===== src/rtl/ym2413_env_seq.sv =====
// ym2413_env_seq: slot sequencer holding per-slot envelope, EG state and key history for a YM2413-style envelope generator
// Ports: clk, rst_n (async active-low); slot_en strobe processes the current slot and advances.
//   From calculator: ch_key_on, env_next, eg_state_next, op_phase_reset.
//   To calculator (same cycle): ch_sel, op_type, env_prev, eg_state_prev, key_off_on_trig, in_counter.
//   Result (registered): env_out, env_slot, phase_rst_out qualified by env_valid.
module ym2413_env_seq #(
  parameter int NUM_SLOTS = 18
) (
  input  logic       clk,
  input  logic       rst_n,
  input  logic       slot_en,
  input  logic       ch_key_on,
  input  logic [6:0] env_next,
  input  logic [1:0] eg_state_next,
  input  logic       op_phase_reset,
  output logic [3:0] ch_sel,
  output logic       op_type,
  output logic [6:0] env_prev,
  output logic [1:0] eg_state_prev,
  output logic [15:0] in_counter,
  output logic       key_off_on_trig,
  output logic [6:0] env_out,
  output logic [4:0] env_slot,
  output logic       env_valid,
  output logic       phase_rst_out
);
  logic [4:0]           slot_idx_q, slot_idx_d;
  logic [15:0]          cnt_q, cnt_d;
  logic [6:0]           env_q [NUM_SLOTS];
  logic [1:0]           eg_q [NUM_SLOTS];
  logic [NUM_SLOTS-1:0] key_q;
  logic                 key_cur, slot_last;
  logic [6:0]           env_out_q;
  logic [4:0]           env_slot_q;
  logic                 env_valid_q, phase_rst_q;

  // zero-latency read so the external calculator closes its loop in one cycle
  always_comb begin
    env_prev = 7'h7F;
    eg_state_prev = 2'b00;
    key_cur = 1'b0;
    for (int i = 0; i < NUM_SLOTS; i++)
      if (slot_idx_q == 5'(i)) begin
        env_prev = env_q[i];
        eg_state_prev = eg_q[i];
        key_cur = key_q[i];
      end
  end

  assign slot_last = slot_idx_q == 5'(NUM_SLOTS - 1);
  assign slot_idx_d = slot_en ? (slot_last ? 5'd0 : slot_idx_q + 5'd1) : slot_idx_q;
  // counter steps once per full pass over all slots
  assign cnt_d = (slot_en && slot_last) ? cnt_q + 16'd1 : cnt_q;

  assign ch_sel = slot_idx_q[4:1];
  assign op_type = slot_idx_q[0];
  assign key_off_on_trig = ch_key_on & ~key_cur;
  assign in_counter = cnt_q;
  assign env_out = env_out_q;
  assign env_slot = env_slot_q;
  assign env_valid = env_valid_q;
  assign phase_rst_out = phase_rst_q;

  always_ff @(posedge clk or negedge rst_n)
    if (!rst_n) begin
      slot_idx_q <= 5'd0;
      cnt_q <= 16'd0;
      env_out_q <= 7'h7F;
      env_slot_q <= 5'd0;
      env_valid_q <= 1'b0;
      phase_rst_q <= 1'b0;
      key_q <= '0;
      for (int i = 0; i < NUM_SLOTS; i++) begin
        env_q[i] <= 7'h7F;
        eg_q[i] <= 2'b00;
      end
    end else begin
      slot_idx_q <= slot_idx_d;
      cnt_q <= cnt_d;
      env_valid_q <= slot_en;
      if (slot_en) begin
        env_out_q <= env_next;
        env_slot_q <= slot_idx_q;
        phase_rst_q <= op_phase_reset;
      end
      for (int i = 0; i < NUM_SLOTS; i++)
        if (slot_en && slot_idx_q == 5'(i)) begin
          env_q[i] <= env_next;
          eg_q[i] <= eg_state_next;
          key_q[i] <= ch_key_on;
        end
    end
endmodule


===== config.mk =====
export PLATFORM = sky130hd
export DESIGN_NAME = ym2413_env_seq
export DESIGN_NICKNAME = d
export VERILOG_FILES = /design/src/rtl/ym2413_env_seq.sv
export SDC_FILE = /design/constraint.sdc
export NUM_CORES = 1
export LEC_CHECK = 0
export CORE_MARGIN = 3
export CORE_UTILIZATION = 40
export CTS_CLUSTER_SIZE = 28
export DETAILED_ROUTE_END_ITERATION = 8
export PLACE_DENSITY_LB_ADDON = 0.25
export SYNTH_ARGS = -nofsm -noshare
export SYNTH_HDL_FRONTEND = slang
export SYNTH_SLANG_ARGS = --single-unit

===== constraint.sdc =====
create_clock -name clk -period 4.15 [get_ports clk]
set_clock_uncertainty 0.15 [all_clocks]
set_input_delay 0.83 -clock clk [delete_from_list [all_inputs] [get_ports clk]]
set_output_delay 0.83 -clock clk [all_outputs]
set_load 0.05 [all_outputs]

==> flow_summary.toml <==
[outcome]
status = "finished, final reports clean"

[layout]
fill_cells = 2304
fin_util_pct = 49.3
final_cells = 1309
antenna_cells = 0
area_growth_pct = 19.5
drive_gt1_share_pct = 48.8
num-nets-final = 976

[timing]
finalHoldViolCount = 0
drv_slew = 0
maxSlewHeadroom_pct = 20.1
layout_setup_ws_ns = 0.0751
fin_crit_ns = 4.07
rsz0062_at_grt = "true"
clock.fmax_mhz = 245
worst_pin_slew_ns = 1.19
fin_crit_sh_pct = 98.2
holdWs_ns = 0.102
setup_tns_ns = 0
finalSetupViolCount = 0

[detailed_routing]
via_per_inst = 5.95
drc_errors = 0
firstDrtPassIters = 5
ant_nets = 0
wl_per_cell_um = 23.9
vias = 7789
drtIter0Drc = 598
wl_mm = 31.3

[critical_path]
startpoint_type = "register"
r2r_cells = 9
crit_family = "simple AND/OR/NAND/NOR gates"
path_common_cell = "buf_12"
cp-end-kind = "primary output"
worstPathRequired_ns = 3.17
max_stage_delay_ns = 0.46
path_buf_inv = 2
worstSetupPathType = "reg -> out"
cp_slowest_cell = "dfrtp_2"
crit_cells = 10
path_max_fanout = 18
crit_chain = "ha_2 > and3_1 > ha_1 > buf_12 > and2_1 > mux2i_1 > o211ai_1 > or3b_1 > o21ai_4 > buf_12"
cp.arrival_ns = 3.09

[die]
num_io_pins = 59
die_area_sq_um = 29200
placementRows = 59
fp.coreArea_sq_um = 26400
start_util_pct = 41.2
die_y_um = 171
die_w_um = 171

[clocking]
cts_max_level = 1
cts_root_buf = "clkbuf_16"
cts_inserted_buffers = 25
ctsHoldBuffers = 0
cts.path.max_buffers = 3
cts_sinks = 215
clkTransAtPathRegs_ns = 0.06
clk_latency_ns = 0.52
cts_tree = "built"

[synth]
synth_fa_ha_area_share_pct = 0.691
syn_inst = 911
syn_nets = 931
synth_flop_cell = "dfstp_2"
syn_area_per_cell_sq_um = 11.9
synth_compound_area_share_pct = 10.6
synth_top_cell_area_share_pct = 32.2
synth-edff-count = 0
ys_top_cells_by_count = "183 x mux2_2, 133 x dfstp_2, 82 x dfrtp_1, 50 x nand2_1, 38 x nor2_1"
ys_seq_area_share_pct = 51.0
yosysWarnings = 0
synth-seq-cells = 215
yosys.area.top_type = "dfstp_2"
synth.area.top_cells = "dfstp_2 32%, mux2_2 19%, dfrtp_1 19%"
syn_area_sq_um = 10900
yosys.area_share.simple_pct = 11.7
synth_xor_area_share_pct = 1.29
synthDistinctLibCells = 82
yosysMostFrequentCell = "mux2_2"
synthMuxAreaShare_pct = 20.4
async_flop_share_pct = 100
synth_top_family_by_area = "multiplexers"

[global_route]
grt_pass1_vias = 7882
gr-usage-all-layers_pct = 21.4
grt_pass1_wl_mm = 48.5
antenna_found_initial = 0
grt_max_degree = 72
overflow = 0

[placed_design]
place.detailed.hpwl_mm = 20.8
placedCellCount = 1260
io_buffers = 58
place_ws_ns = 0.192
gp_congestion = 0.980

[worst_hold_path]
min_path_type = "in -> async"

[run]
drv_cap = 0

[pwr]
power_density_nw_per_um2 = 883
ir_worst_vdd_v = 0.000498
p_leak_nw = 5.23
final timing paths:
| check | startpoint | endpoint | slack [ns] |
|---|---|---|---|
| worst min register to register | in_counter[15] | in_counter[15] | 0.32 |
| worst max register to register | slot_idx_q[1] | in_counter[15] | 1.44 |
| max in group asynchronous | rst_n | env_out[4] | 2.85 |
| worst max-delay path | slot_idx_q[0] | key_off_on_trig | 0.08 |
| min in group clk | in_counter[15] | in_counter[15] | 0.32 |
| worst min-delay path | rst_n | key_q[14] | 0.10 |
placed cells by master, fill, tap and decap left out, types with 23 or more instances in the layout:
master and instances:
nand2_1 50, clkdlybuf4s50_1 46, buf_4 36, clkbuf_16 25, o21ai_0 23, dfstp_2 133
dfrtp_1 79, a21oi_1 26, nor2_1 37, mux2_2 183
metal layers:
layer	vias up	global-route usage, %	wire (um)
met3	50	4.30	2120
met4	0	5.56	729
met2	277	34.9	14600
li1	3430	-	-
met1	4032	29.4	13900
met5	-	0	0
sequential cells by signal, summed over array words and instances (netlist names):
register       count
eg_q              36
env_out            7
env_q            126
env_slot           5
env_valid          1
in_counter        16
key_q             18
phase_rst_out      1
slot_idx_q         5
cell families (layout without fill, tap and decap cells):
logic type | after synthesis | count (layout)
xor gates and xnor gates | 16 | 16
and+or+nand+nor | 223 | 223
buffers and inverters | 94 | 157
muxes | 194 | 194
AOI/OAI and AO/OA | 163 | 163
adders and majority gates | 6 | 6
DFF | 215 | 215
what timing repair did:
action | CTS | global route
pin swaps | 1 | 2
hold endpoints to repair | 0 | 0
setup endpoints to repair | 10 | 10
gates resized for setup | 17 | 19
buffers inserted | 3 | 1
gates cloned | 0 | 0
power breakdown:
part           internal [mW]  switching [mW]  total (mW)
Combinational           2.25            2.76        5.02
Clock                   1.56           0.890        2.45
Sequential              3.40           0.601        4.00
cell type report:
cell class | count | area [sq um] | area share [%]
flip-flops and latches | 215 | 5550 | 42.7
multi-input cells | 602 | 5030 | 38.7
repair buffers | 97 | 1000 | 7.71
clock buffers | 33 | 706 | 5.43
well taps | 335 | 419 | 3.23
clock inverters | 12 | 218 | 1.68
inverters | 15 | 63.8 | 0.491
per-stage QoR:
stage | total power, mW | area, sq um
final | 11.5 | 13000
after global routing | 12.0 | 13000
after CTS | 11.4 | 12900
after detailed placement | 8.79 | 11900
after floorplan | 7.02 | 10900
after global placement | 8.72 | 11900
No activity file was read; power rests on OpenSTA's default activity.
